**src/rtl/child_rr_scheduler.sv**
```systemverilog
// Round-robin scheduler sharing one resource slot among N_REQ sibling instances.
// One grant at a time, held until done, request drop or MAX_HOLD cycles, then a one-cycle gap.
module child_rr_scheduler #(
    parameter int N_REQ    = 5,
    parameter int MAX_HOLD = 16,
    localparam int ID_W    = $clog2(N_REQ)
) (
    input  logic             clk,
    input  logic             rst,
    input  logic             en,
    input  logic [N_REQ-1:0] req,
    input  logic [N_REQ-1:0] done,
    output logic [N_REQ-1:0] gnt,
    output logic [ID_W-1:0]  gnt_id,
    output logic             busy,
    output logic             timeout,
    output logic [ID_W-1:0]  timeout_id
);

    localparam int HC_W = $clog2(MAX_HOLD + 1);

    typedef enum logic [1:0] {
        S_IDLE  = 2'd0,
        S_GRANT = 2'd1,
        S_GAP   = 2'd2
    } state_t;

    state_t              state_q;
    logic [ID_W-1:0]     ptr_q;
    logic [HC_W-1:0]     hold_cnt_q;
    logic [N_REQ-1:0]    gnt_q;
    logic [ID_W-1:0]     gnt_id_q;
    logic                busy_q;
    logic                timeout_q;
    logic [ID_W-1:0]     timeout_id_q;

    // Requests rotated so that position 0 is the child currently at the pointer.
    logic [ID_W:0]       rot_sum [N_REQ];
    logic [ID_W-1:0]     rot_idx [N_REQ];
    logic [N_REQ-1:0]    req_rot;
    logic [N_REQ-1:0]    arb_onehot;
    logic                arb_found;
    logic [ID_W-1:0]     arb_idx;

    generate
        for (genvar gi = 0; gi < N_REQ; gi++) begin : g_rot
            assign rot_sum[gi] = {1'b0, ptr_q} + (ID_W+1)'(gi);
            assign rot_idx[gi] = (rot_sum[gi] >= (ID_W+1)'(N_REQ))
                               ? ID_W'(rot_sum[gi] - (ID_W+1)'(N_REQ))
                               : ID_W'(rot_sum[gi]);
            assign req_rot[gi] = req[rot_idx[gi]];
            assign arb_onehot[gi] = (arb_idx == ID_W'(gi));
        end
    endgenerate

    // Scan from the far end so the lowest rotated position wins.
    always_comb begin
        arb_found = 1'b0;
        arb_idx   = '0;
        for (int k = N_REQ - 1; k >= 0; k--) begin
            if (req_rot[k]) begin
                arb_found = 1'b1;
                arb_idx   = rot_idx[k];
            end
        end
    end

    logic            cur_done;
    logic            cur_drop;
    logic            hold_expired;
    logic [ID_W-1:0] ptr_after;

    assign cur_done     = done[gnt_id_q];
    assign cur_drop     = ~req[gnt_id_q];
    assign hold_expired = (hold_cnt_q == HC_W'(MAX_HOLD - 1));
    assign ptr_after    = (gnt_id_q == ID_W'(N_REQ - 1)) ? '0 : gnt_id_q + ID_W'(1);

    always_ff @(posedge clk or posedge rst) begin
        if (rst) begin
            state_q      <= S_IDLE;
            ptr_q        <= '0;
            hold_cnt_q   <= '0;
            gnt_q        <= '0;
            gnt_id_q     <= '0;
            busy_q       <= 1'b0;
            timeout_q    <= 1'b0;
            timeout_id_q <= '0;
        end else begin
            timeout_q <= 1'b0;
            case (state_q)
                S_GRANT: begin
                    if (cur_done || cur_drop || hold_expired) begin
                        state_q <= S_GAP;
                        gnt_q   <= '0;
                        busy_q  <= 1'b0;
                        ptr_q   <= ptr_after;
                        // A normal release in the same cycle suppresses the timeout report.
                        if (!(cur_done || cur_drop)) begin
                            timeout_q    <= 1'b1;
                            timeout_id_q <= gnt_id_q;
                        end
                    end else if (hold_cnt_q != HC_W'(MAX_HOLD)) begin
                        hold_cnt_q <= hold_cnt_q + HC_W'(1);
                    end
                end
                default: begin
                    if (en && arb_found) begin
                        state_q    <= S_GRANT;
                        gnt_q      <= arb_onehot;
                        gnt_id_q   <= arb_idx;
                        busy_q     <= 1'b1;
                        hold_cnt_q <= '0;
                    end else begin
                        state_q <= S_IDLE;
                    end
                end
            endcase
        end
    end

    assign gnt        = gnt_q;
    assign gnt_id     = gnt_id_q;
    assign busy       = busy_q;
    assign timeout    = timeout_q;
    assign timeout_id = timeout_id_q;

endmodule
```
**config.mk**
```make
export PLATFORM = sky130hd
export DESIGN_NAME = child_rr_scheduler
export DESIGN_NICKNAME = d
export VERILOG_FILES = /design/src/rtl/child_rr_scheduler.sv
export SDC_FILE = /design/constraint.sdc
export NUM_CORES = 1
export LEC_CHECK = 0
export CAP_MARGIN = 20
export CORE_ASPECT_RATIO = 0.5
export CORE_MARGIN = 1
export CORE_UTILIZATION = 40
export DETAILED_ROUTE_END_ITERATION = 7
export PLACE_DENSITY_LB_ADDON = 0.3
export SYNTH_ARGS = -nofsm -noshare
export SYNTH_HDL_FRONTEND = slang
export SYNTH_SLANG_ARGS = --single-unit
```
**constraint.sdc**
```tcl
create_clock -name clk -period 4 [get_ports clk]
set_input_delay 0.8 -clock clk [delete_from_list [all_inputs] [get_ports clk]]
set_output_delay 0.8 -clock clk [all_outputs]
set_load 0.005 [all_outputs]
```
# Yosys cells after proc, flatten, opt, wreduce, memory -nomap -nowiden
# Cells that the tools add are included.
classes:
  addsub: 11
  bitwise_logic: 3
  reduce_logical: 10
  shift: 0
  eq_ne: 11
  n_mul: 0
  div: 0
  muxes: 46
  order_cmp: 11
ops:
  columns: ["cell", "n"]
  rows:
  - ["$mux W5", 7]
  - ["$mux W3", 11]
  - ["$lt A3 B4 Y1 const B", 6]
  - ["$bmux W1 S3", 7]
  - ["$mux W1", 19]
  - ["$ge A4 B3 Y1 const B", 4]
  - ["$sub A3 B3 Y3 const B", 5]
  - ["$add A3 B2 Y4 const B", 2]
  - ["$eq A3 B2 Y1 const B", 2]
  - ["$eq A3 B3 Y1 const B", 2]
  - ["$ne A2 B2 Y1 const B", 3]
  - ["$reduce_and A2 Y1", 3]
  - ["$reduce_and A3 Y1", 2]
  - ["$add A5 B1 Y5 const B", 1]
  - ["$eq A5 B4 Y1 const B", 1]
  - ["$ne A5 B5 Y1 const B", 1]
  - ["$add A3 B1 Y4 const B", 1]
  - ["$add A3 B3 Y4 const B", 1]
  - ["$mux W2", 2]
  - ["$add A3 B1 Y3 const B", 1]
  - ["$eq A3 B1 Y1 const B", 1]
  - ["$ge A3 B3 Y1 const B", 1]
  - ["$logic_not A3 Y1", 1]
  - ["$not A1 Y1", 3]
  - ["4 further kinds", 5]
totals:
  elab_cells: 100
  ramBits: 0
  n_memories: 0
  out_inout_bits: 13
  romBits: 0
  ff_bits: 23
  latch_bits: 0

# Depth between registers and ports, before layout
# Gate-level depths: netlist of the first run.
logic_depth:
  depth_word: 13
  ltp_mapped: 15
  ltp_nobuf: 11

# Worst setup path before layout of the first run
# Ideal clock, no wire load.
synth_timing:
  path_type: "reg2reg"
  startpoint: "register ptr_q[0]"
  endpoint: "register gnt_q[0], in the netlist gnt[0]"
  path_stages_with_launch: 15
  slack_ps: 652
  required_time_ps: 3932
  arrival_time_ps: 3280
  setup_time_ps: 68
  cell_sequence: "dfrtp_1 > buf_6 > buf_8 > inv_2 > buf_4 > ha_1 > ha_1 > or2_0 > o21ai_1 > nor2_1 > o21a_1 > nor2_1 > mux2_2 > a221oi_1 > a32o_1"
synth_between:
  elab_chain_cells: 13
  elab_cells_between_ends: 45
  cone_classes: "add/sub (9); order compare (5); mux (27); reduce/logical (4)"
synth_rtl:
  columns: ["item", "line_no", "text"]
  rows:
  - ["start, declared", "29", "logic [ID_W-1:0] ptr_q;"]
  - ["start signal, assigned", "96", "ptr_q <= ptr_after;"]
  - ["$add A3 B3 Y4", "47", "assign rot_sum[gi] = {1'b0, ptr_q} + (ID_W+1)'(gi);"]
  - ["$ge A4 B3 Y1 or $sub A3 B3 Y3 (tied branches)", "48, 49", null]
  - ["$mux W3", "49", "? ID_W'(rot_sum[gi] - (ID_W+1)'(N_REQ))"]
  - ["$bmux W1 S3", "51", "assign req_rot[gi] = req[rot_idx[gi]];"]
  - ["$mux W1 (not written as such)", "51", null]
  - ["$mux W3 or $mux W1 (tied branches) (5 in a row)", "61", "if (req_rot[k]) begin"]
  - ["$logic_not A3 Y1 or $logic_and A1 B1 Y1 (tied branches)", "52, 107", null]
  - ["$mux W5 or $reduce_bool A2 Y1 (tied branches)", null, null]
  - ["$mux W5 or $reduce_and A2 Y1 (tied branches)", null, null]
  - ["end signal, assigned", "109", "gnt_q <= arb_onehot;"]
  - ["end, declared", "31", "logic [N_REQ-1:0] gnt_q;"]
# Several ways; a longest one is shown, not always the timed one. The select of a mux whose other input is x is not followed.
# A chain may end at the register's enable or synchronous reset.

# Worst setup path in the final report of the first run
layout_timing:
  startpoint: "register ptr_q[2]"
  endpoint: "register gnt_q[0], in the netlist gnt[0]"
# Same word-level chain as after synthesis.

==> results.yml, run 1 <==
clock_tree:
  cts.path.max_buffers: 2
  cts.sinks: 23
  cts_made_buffers: 3
  cts.repair.resized: 0
  cts_tree: "yes"
  path_clk_slew_ps: 60
  ctsHoldBuffers: 0
  worstSkewPairLatency_ps: 260
  cts_post_setup_buffers_inserted: 0
  ctsRootBufferMaster: "clkbuf_16"
  htreeDepth: 1
setup_path:
  end_kind: "register"
  critical_path_arrival_ps: 3650
  crit_type: "reg2reg"
  required_ps: 4150
  cp_max_fo: 11
  r2r_setup_slack_ps: 500
  startpoint_type: "register"
  ff2ff_path_depth: 10
logic_synthesis:
  ys_warn_count: 0
  yosysMostFrequentCell: "nand2_1"
  synth-seq-area-share_pct: 25.3
  synthArstFlopShare_pct: 100
  ys_types: 69
  synth_area_um2: 2270
  synth.area.top_cells: "dfrtp_1 (25%), ha_1 (7.7%), nand2_1 (4.1%)"
  syn_inst: 266
  yosysTopAreaCellShare_pct: 25.3
  ys.flop_type: "dfrtp_1"
  syn_avg_cell_area_um2: 8.55
  yosysTopAreaCell: "dfrtp_1"
  netlist_top_cells_count: "nand2_1 (25), dfrtp_1 (23), nor2_1 (20), inv_1 (19)"
  synth_nets: 294
  synth_edf_count: 0
  synth_seq_cells: 23
route:
  dr_wl_met2_mm: 2.76
  drtAntennaViolNets: 0
  wl_met3_um: 332
  drtIter0Drc: 96
  vias: 2206
  remaining_drc_errors: 0
  highest_layer: "met4"
  routed_wl_mm: 6.11
  wire_per_inst_um: 16.8
  vias_per_cell: 6.08
  wl_met1_mm: 2.82
  drt-pass1-iter-count: 4
sta:
  drv_slew: 0
  maxSlewHeadroom_pct: 41.7
  fmax_mhz: 285
  rsz0062_at_grt: "false"
  timing.final.crit_share_pct: 87.6
  finalCriticalPeriod_ps: 3500
  fin_setup_tns_ps: 0
  timing.hold.ws_ps: 478
  worst_slack_ps: 496
  setup_viol: 0
  worst_pin_slew_ps: 874
  finClkSkew_ps: 3.69
  hold_viol_final: 0
layout:
  drive_gt1_share_pct: 12.3
  stdcell_area_um2: 2680
  utilization_pct: 51.4
  instances_no_fill: 363
  nets: 322
  antenna_cells: 0
  area_growth_pct: 17.7
floorplan:
  dieWidth_um: 109
  io_pins: 26
  die_height_um: 55.3
  core_area_um2: 5200
  initial_core_util_pct: 43.7
  die-area_um2: 6010
  rows: 18
pwr:
  p_per_area_nw_per_um2: 991
  leakagePower_nw: 1.19
  p_total_mw: 2.65
  ir_drop_mv: 0.361
placed_design:
  placed_area_um2: 2600
  portBuffers: 25
  gp_congestion: 0.975
  pre_cts_ws_ps: 411
  place_hpwl_mm: 4.60
  dp.cells: 359
min_path:
  min_path_type: "reg2reg"
  hold_depth: 2
global_route:
  grt_pass1_vias: 2072
  grtUsageTotal_pct: 21.6
  overflow: 0
  grt_pass1_wl_mm: 10.2
  antenna_found_initial: 0
  grt_max_degree: 28
run:
  cap_violations: 0
outcome:
  status: "finished clean"
-- per-layer routing --
layer | vias to the layer above | global-route usage (%)
met5 | - | 0
met4 | 0 | 9.27
met3 | 19 | 2.48
met2 | 78 | 33.2
met1 | 1066 | 30.3
li1 | 1043 | -
-- cells in the final DEF (no fill, tap or decap), drive strengths merged, types with 3 or more instances in the layout --
master,instances
nor3,3
or4,3
a22oi,3
a21oi,14
nand4,3
a21o,3
nand3,13
clkdlybuf4s50,25
ha,14
nand2b,8
o31ai,7
and3,3
inv,20
buf,9
mux2,8
nor2b,4
a211o,4
nand3b,3
nand2,25
nor2,20
a31oi,4
clkbuf,3
o21ai,12
mux2i,8
nor4,4
dfrtp,23
-- cell families after synthesis --
| kind of cell | synth area share, % |
|---|---|
| xor+xnor | 1.49 |
| fa+ha+maj | 8.58 |
| compound gates | 25.5 |
| flops | 25.3 |
| mux | 7.65 |
| buf+inv | 6.99 |
| simple gates | 24.5 |
-- final cells by class --
type	instances	area (um2)
fill	472	2530
multi-input combinational	212	1540
sequential	23	576
timing repair buffer	34	318
tap	70	87.6
clock buffer	3	75.1
inverter	20	75.1
clock inverter	1	5.00
-- critical path, stage by stage, from the launching register on --
cell	delay [ps]
dfrtp_1	530
buf_4	250
ha_1	270
a21oi_1	290
a21boi_1	380
a21oi_1	80
o21a_1	250
or4_1	530
a211o_1	350
and3_4	200
a32o_1	250
-- flip-flops by register name (all words and copies together) (netlist names) --
| signal | cells |
|---|---|
| gnt | 5 |
| hold_cnt_q | 5 |
| gnt_id | 3 |
| ptr_q | 3 |
| timeout_id | 3 |
| state_q | 2 |
| busy | 1 |
| timeout | 1 |
-- report_power, final --
part / internal, mW / total (mW) / leakage, nW / switching, mW
Sequential: 0.297 / 0.369 / 0.303 / 0.0725
Clock: 0.135 / 0.219 / 0.0409 / 0.0841
Combinational: 0.864 / 2.06 / 0.841 / 1.20
-- final timing paths --
check                               from             to
worst min register to register      busy           busy
worst max register to register  ptr_q[2]         gnt[0]
max in group asynchronous            rst        timeout
worst min-delay path                busy           busy
min in group asynchronous            rst  hold_cnt_q[4]
worst max-delay path            ptr_q[2]         gnt[0]
Note: power is estimated with default switching activity, not from simulation.
==> run 2, diff against run 1 <==
Settings changed: CELL_PAD_IN_SITES_DETAIL_PLACEMENT set to 2, CELL_PAD_IN_SITES_GLOBAL_PLACEMENT set to 2, CORE_UTILIZATION 40 to 36, CTS_BUF_LIST set to sky130_fd_sc_hd__clkbuf_4.
==> run 2 against run 1 <==
Via count is essentially flat. Utilization shrank 7.6 points. Non-clock buffer count grew 2. Register-to-register slack lost 80 ps. Power shrank 0.21%. Clock skew grew 4.3 ps. Highest routed layer unchanged. Clock-buffer cell count grew 1. Cell count grew 5.5%.
==> results.yml, run 2 (synthesis results as in run 1) <==
pwr:
  leakagePower_nw: 1.17
  p_int_mw: 1.21
  p_switching_mw: 1.44
  clkPwrFrac_pct: 4.4
  ir_drop_mv: 0.307
  switching_share_pct: 54.2
  combPwrFrac_pct: 81.8
  seq_power_share_pct: 13.8
  p_per_area_nw_per_um2: 994
setup_path:
  r2r_setup_slack_ps: 410
  slowest_stage: "or4_1"
  end_kind: "register"
  startpoint_type: "register"
  cp_cell_sequence: "inv_1 > ha_1 > ha_1 > or2_0 > o21ai_1 > o2111a_1 > o21ai_1 > or4_1 > a211o_1 > and3_4 > a32o_1"
  required_ps: 4210
  cp_max_fo: 8
  critPathMaxStageDelay_ps: 440
  critical_path_arrival_ps: 3800
  crit_type: "reg2reg"
  path_delay_family: "compound AO/OA/AOI/OAI gates"
  cp_num_buf_inv: 1
clock_tree:
  ctsHoldBuffers: 0
  cts_tree: "yes"
  worstSkewPairLatency_ps: 310
  cts_made_buffers: 3
  cts_post_setup_buffers_inserted: 0
  htreeDepth: 1
  cts.sinks: 23
  ctsRootBufferMaster: "clkbuf_4"
  cts.repair.resized: 0
  path_clk_slew_ps: 130
  cts.path.max_buffers: 2
layout:
  layout_common_cells: "nand2_1 (25), clkdlybuf4s50_1 (25), dfrtp_1 (23)"
  nets: 324
  antenna_cells: 0
  drive_gt1_share_pct: 12.9
  instances_no_fill: 383
  fillers: 683
  area_growth_pct: 17.1
sta:
  timing.final.crit_share_pct: 89.6
  finalCriticalPeriod_ps: 3590
  setup_viol: 0
  finClkSkew_ps: 7.95
  timing.hold.ws_ps: 503
  drv_slew: 0
  maxSlewHeadroom_pct: 40.2
  fmax_mhz: 279
  worst_pin_slew_ps: 895
  hold_viol_final: 0
  rsz0062_at_grt: "false"
  fin_setup_tns_ps: 0
route:
  vias: 2205
  wire_per_inst_um: 20.4
  remaining_drc_errors: 0
  vias_per_cell: 5.76
  drtIter0Drc: 94
  routed_wl_mm: 7.82
  drtAntennaViolNets: 0
  drt-pass1-iter-count: 4
run:
  cap_violations: 0
global_route:
  overflow: 0
  grt_pass1_vias: 2393
  antenna_found_initial: 0
  grt_max_degree: 24
  grt_pass1_wl_mm: 12.8
  grtUsageTotal_pct: 25.1
floorplan:
  die_height_um: 58.2
  rows: 20
  initial_core_util_pct: 37.4
  io_pins: 26
  die-area_um2: 6660
  core_area_um2: 6080
  dieWidth_um: 114
placed_design:
  gp_congestion: 0.879
  dp.cells: 379
  portBuffers: 25
  place_hpwl_mm: 6.22
min_path:
  min_path_type: "reg2reg"
outcome:
  status: "finished clean"
## run 2: cell count changes in the layout (fill, tap and decap cells not counted)
| cell | before | now |
|---|---|---|
| clkbuf_4 | 0 | 4 |
| clkbuf_16 | 3 | 0 |
| buf_4 | 9 | 11 |
| clkinv_2 | 1 | 0 |
## run 2: per-layer routing
metal	share of wire (%)	wire length [um]	track usage [%]	vias up
li1	-	-	-	1046
met1	48	3760	34.1	1119
met2	48	3760	44.2	34
met3	3.0	233	1.88	6
met4	0.72	56	5.57	0
met5	0	0	0	-
## run 2: area by class of cell
| class | count | area (um2) | share of cell area [%] |
|---|---|---|---|
| Timing Repair Buffer | 36 | 333 | 12.5 |
| Inverter | 20 | 75.1 | 2.82 |
| Multi-Input combinational cell | 212 | 1540 | 57.8 |
| Clock buffer | 4 | 30.0 | 1.13 |
| Sequential cell | 23 | 576 | 21.6 |
| Tap cell | 88 | 110 | 4.13 |
## run 2: final timing paths
check / start / to / depth (start not counted)
setup / recovery: ptr_q[1] / gnt[0] / 11
hold / removal: busy / busy / 2
setup reg to reg: ptr_q[1] / gnt[0] / 11
hold reg to reg: busy / busy / 2
max in group asynchronous: rst / hold_cnt_q[4] / 2
min in group asynchronous: rst / hold_cnt_q[0] / 2
## run 2: power by group through the flow
stage,combinational [mW],sequential [mW],clock (mW)
floorplan,1.56,0.351,0
CTS,2.17,0.367,0.120
global placement,2.07,0.364,0
detailed placement,2.15,0.370,0
finish,2.17,0.366,0.115
global route,2.36,0.374,0.129
## run 2: per-stage QoR
step	utilization, %	area (um2)	worst slack (ps)	total power [mW]
2_1_floorplan	-	2270	652	1.91
3_3_place_gp	43.3	2630	330	2.43
3_5_place_dp	43.3	2630	260	2.52
4_1_cts	43.8	2660	384	2.66
5_1_grt	43.8	2660	236	2.86
6_report	43.8	2660	414	2.65
## run 2: worst min-delay path, delay by kind of cell, from the launching register on
family	cells	cell delay, ps
AND/OR/NAND/NOR	2	110
flip-flops	1	370
==> run 3, diff against run 2 <==
==> constraint.sdc (replaced) <==
create_clock -name clk -period 4 [get_ports clk]
set_input_delay 0.8 -clock clk [delete_from_list [all_inputs] [get_ports clk]]
set_output_delay 0.8 -clock clk [all_outputs]
set_load 0.01 [all_outputs]
==> results of run 3 <==
Same layout as run 2 (identical final DEF). Status: finished clean.
Among the figures that moved: total power 2.65 mW -> 2.66 mW; worst IR drop on VDD 0.307 mV -> 0.308 mV
==> edit 1 (flow settings as in run 1) <==
Change the parameter `MAX_HOLD` from 16 to 8.
--- a/src/rtl/child_rr_scheduler.sv
+++ b/src/rtl/child_rr_scheduler.sv
@@ -3,5 +3,5 @@
 module child_rr_scheduler #(
     parameter int N_REQ    = 5,
-    parameter int MAX_HOLD = 16,
+    parameter int MAX_HOLD = 8,
     localparam int ID_W    = $clog2(N_REQ)
 ) (
Behaviour: not the same (a bounded check fails within 10 cycles, from zero or initial values and one cycle with rst high).
==> edit 1 against run 1 <==
Worst setup slack better by 0.086 ns. Routed wire length fell by 9.7%. First-iteration DRC count grew 9.4%. Area after synthesis decreased by 5.2%. Synthesized cell count decreased by 2.6%. Sequential cell count decreased by 1. Final area shrank 4.7%. Via count shrank 7.9%. Critical endpoint is now gnt[1]$_DFFE_PP0P_. Highest routed layer unchanged.
Power is not shown: default switching activity piles up to over one toggle a cycle in this logic, so the estimate is an artifact.
==> edit 1: results (changes against run 1) <==
[global_routing]
track_usage_pct=20.98  ; -0.58 points
grt_pass1_vias=1862  ; -10%

[cts]
cts-root-buf=clkbuf_8
clk_pin_slew_ns=0.08  ; +0.02 ns

[worst_setup_path]
max_stage_delay_ns=0.70  ; +0.17 ns
crit_arrival_ns=3.59  ; -0.06 ns
cp_max_fo=17  ; +6
regToRegSetupSlack_ns=0.58  ; +0.09 ns

[placed_design]
dp.final_hpwl_um=4306  ; -6.4%
place.gp.congestion=0.8931  ; -8.4%

[timing]
slew_headroom_pct=45.11  ; +3.4 points
hold_ws_ns=0.4851  ; +0.006991 ns
fin_skew_ns=0.005326  ; +0.001635 ns

[drt]
drtIter0Drc=105  ; +9.4%
via_per_inst=5.737  ; -5.6%
dr.pass1.iters=5  ; +1

[finish]
nets=312  ; -3.1%

[yosys]
synth.distinct_cells=67  ; -2.9%
synth_area_leaders=dfrtp_1, ha_1, mux2i_1, nor2_1, nand2_1
synth_nets=286  ; -2.7%
ys_seq_area_share_pct=25.54  ; +0.23 points
synth_top_cells_by_count=nor2_1, nand2_1, dfrtp_1, inv_1, o21ai_0
ys_warn_count=0  ; unchanged

[hold_path]
hp-start=timeout_id[2]$_DFFE_PP0P_
hold_end=timeout_id[2]$_DFFE_PP0P_

[outcome]
status=finished clean

==> edit 1: cell count changes in the layout (fill, tap and decap cells not counted), moves of 4 or more <==
| cell | run 1 | this run |
|---|---|---|
| o2bb2ai_1 | 0 | 4 |
| nor2_1 | 20 | 29 |
| nand3_1 | 13 | 7 |
| o31ai_1 | 5 | 1 |
| mux2i_1 | 7 | 13 |
| nor3_1 | 3 | 7 |
| mux2_2 | 8 | 2 |
| o21ai_0 | 8 | 16 |
==> edit 1: cells by family after synthesis <==
group	after synthesis	share of synthesized area, %
flops	22	25.54
xor+xnor	4	1.625
mux	17	9.344
compound gates	78	27.11
simple gates	92	20.66
fa+ha+maj	14	8.474
buf+inv	32	7.254
==> edit 1: through the flow <==
stage	area [um^2]	setup WS, ns	util [%]	std cells
global placement	2480	0.4769	49.16	350
floorplan	2156	0.4309	-	259
global route	2551	0.2239	50.57	354
CTS	2551	0.6083	50.57	354
finish	2551	0.5830	50.57	354
detailed placement	2480	0.3854	49.16	350
==> edit 1: worst max-delay path, delay by kind of cell, from the launching register on <==
kind / cells / cell delay (ns)
compound gates: 5 / 1.53
simple gates: 3 / 0.67
flops: 1 / 0.70
fa+ha+maj: 1 / 0.32
buf+inv: 1 / 0.11
==> edit 1: how the worst max path moves through the flow <==
stage	from	to	slack, ns	cells past startpoint
global route	ptr_q[2]$_DFFE_PP0P_	gnt[1]$_DFFE_PP0P_	0.22	10
global placement	req[1]	gnt_id[0]$_DFFE_PP0P_	0.48	10
detailed placement	req[1]	gnt[1]$_DFFE_PP0P_	0.39	10
CTS	ptr_q[0]$_DFFE_PP0P_	gnt[1]$_DFFE_PP0P_	0.61	11
floorplan	ptr_q[0]$_DFFE_PP0P_	gnt_id[0]$_DFFE_PP0P_	0.43	15
finish	ptr_q[2]$_DFFE_PP0P_	gnt[1]$_DFFE_PP0P_	0.58	10
==> edit 1: final cells by class <==
type | instances | share of cell area, %
clock inverter | 1 | 1.177
multi-input combinational | 205 | 56.79
timing repair buffer | 35 | 12.75
clock buffer | 3 | 1.618
tap | 70 | 3.433
inverter | 18 | 2.648
sequential | 22 | 21.58
==> edit 1: per-layer routing <==
layer  share of wire, %  vias up  global-route usage [%]
met4               0.56        0                   3.935
met5                  0        -                       0
met2                 48       43                   37.80
li1                   -     1000                       -
met1                 46      984                   28.55
met3                5.0        4                   1.574
==> edit 2 (config.mk and constraints of run 1) <==
Without the edit above. Register the output `timeout_id` once more, cleared by the reset; this adds one clock of latency there. The other outputs are not delayed to match.
--- a/src/rtl/child_rr_scheduler.sv
+++ b/src/rtl/child_rr_scheduler.sv
@@ -123,5 +123,11 @@
     assign busy       = busy_q;
     assign timeout    = timeout_q;
-    assign timeout_id = timeout_id_q;
+    always_ff @(posedge clk or posedge rst) begin
+        if (rst) begin
+            timeout_id <= '0;
+        end else begin
+            timeout_id <= timeout_id_q;
+        end
+    end
 
 endmodule
Function: no difference found for any inputs over 10 cycles, from zero or initial values and one cycle with rst high; that may be too few to reach the edited logic, so the function may still have changed.
==> edit 2 against run 1 <==
Highest routed layer unchanged. Final cell count fell by 1.4%. Sequential cell count rose by 3. Worst setup slack improved by 0.031 ns. Total power rose by 7.5%. Die area rose by 3.5%. Via count fell by 5.4%. Worst hold slack got worse by 0.10 ns. Routed wire length fell by 4.2%. Fmax rose by 0.89%. Final area rose by 4.6%. First-iteration DRC count fell by 10%. Largest cell class unchanged. Area after synthesis rose by 3.6%.
==> edit 2: results (changes against run 1) <==
[outcome]
status=finished clean

[placed_design]
dp.final_hpwl_um=4512  ; -2.0%
place_area_um2=2668  ; +2.7%
place.gp.congestion=0.9281  ; -4.8%
io_buffer_count=25  ; unchanged
preCtsSetupSlack_ns=0.5087  ; +0.09777 ns
dpl.cell_count=353  ; -1.7%

[power]
irDropWorstVdd_uv=341.0  ; -5.4%
clk-power_w=0.000297  ; +36%
leakage_nw=1.233  ; +4.0%
p_comb_w=0.00214  ; +4%
power_density_nw_per_um2=1019  ; +2.8%
internal_power_w=0.001459  ; +13%

[cts]
clockBufferDepth=2  ; unchanged

[drt]
drtIter0Drc=86  ; -10%
detail_route.wl_per_cell_um=16.34  ; -2.9%
dr.pass1.iters=5  ; +1
via_per_inst=5.830  ; -4.1%

[global_routing]
grt_pass1_wl_um=9860  ; -3.4%
track_usage_pct=19.73  ; -1.8 points
grt_pass1_vias=1985  ; -4.2%
grtUsageMet1_pct=27.77  ; -2.6 points
use_met3_pct=2.700  ; +0.22 points
grt_max_degree=27  ; -3.6%
use_met2_pct=32.39  ; -0.80 points

[hold_path]
hold_end=timeout_id[2]$_DFF_PP0_
holdPathStages=0  ; -2

[yosys]
synth_area_leaders=dfrtp_1, ha_1, mux2i_1, nand2_1, nor2_1
syn_area_um2=2356  ; +3.6%
synth-xor-area-share_pct=2.602  ; +1.1 points
synth_mux_area_share_pct=9.081  ; +1.4 points
ys_warn_count=0  ; unchanged
synth_nets=288  ; -2.0%
ys_seq_area_share_pct=27.62  ; +2.3 points
synth_compound_area_share_pct=28.47  ; +2.9 points
avgSynthCellArea_um2=9.062  ; +6.0%
synth_fa_ha_area_share_pct=8.285  ; -0.30 points

[worst_setup_path]
regToRegSetupSlack_ns=0.53  ; +0.03 ns
max_stage_delay_ns=0.55  ; +0.02 ns
cp_max_fo=10  ; -1

[finish]
stdcell_count=358  ; -1.4%
drive_gt1_share_pct=12.63  ; +0.34 points
nets=314  ; -2.5%
design_area_um2=2800  ; +4.6%

[timing]
slew_headroom_pct=54.19  ; +13 points
fin_skew_ns=0.003529  ; -0.0001627 ns
hold_ws_ns=0.3753  ; -0.1029 ns

edit 2: cell types whose count changed after synthesis, moves of 4 or more:
| cell | run 1 | this run |
|---|---|---|
| nand2_1 | 25 | 20 |
| nand3_1 | 13 | 3 |
| xnor2_1 | 2 | 6 |
| mux2_2 | 8 | 4 |
| nor2b_1 | 4 | 8 |
edit 2: cell type report:
cell class | instances | share of cell area, %
sequential | 26 | 23.23
inverter | 19 | 2.547
clock inverter | 1 | 1.072
multi-input combinational | 204 | 55.67
timing repair buffer | 32 | 11.53
tap | 73 | 3.262
clock buffer | 3 | 2.681
edit 2: worst max-delay path by stage:
stage                              end  slack, ns  cells after the start
global placement    gnt[0]$_DFFE_PP0P_       0.57                      8
global route        gnt[0]$_DFFE_PP0P_       0.26                     11
finish              gnt[0]$_DFFE_PP0P_       0.53                     10
floorplan           gnt[0]$_DFFE_PP0P_       0.99                     14
detailed placement  gnt[0]$_DFFE_PP0P_       0.51                      8
CTS                 gnt[0]$_DFFE_PP0P_       0.59                     11
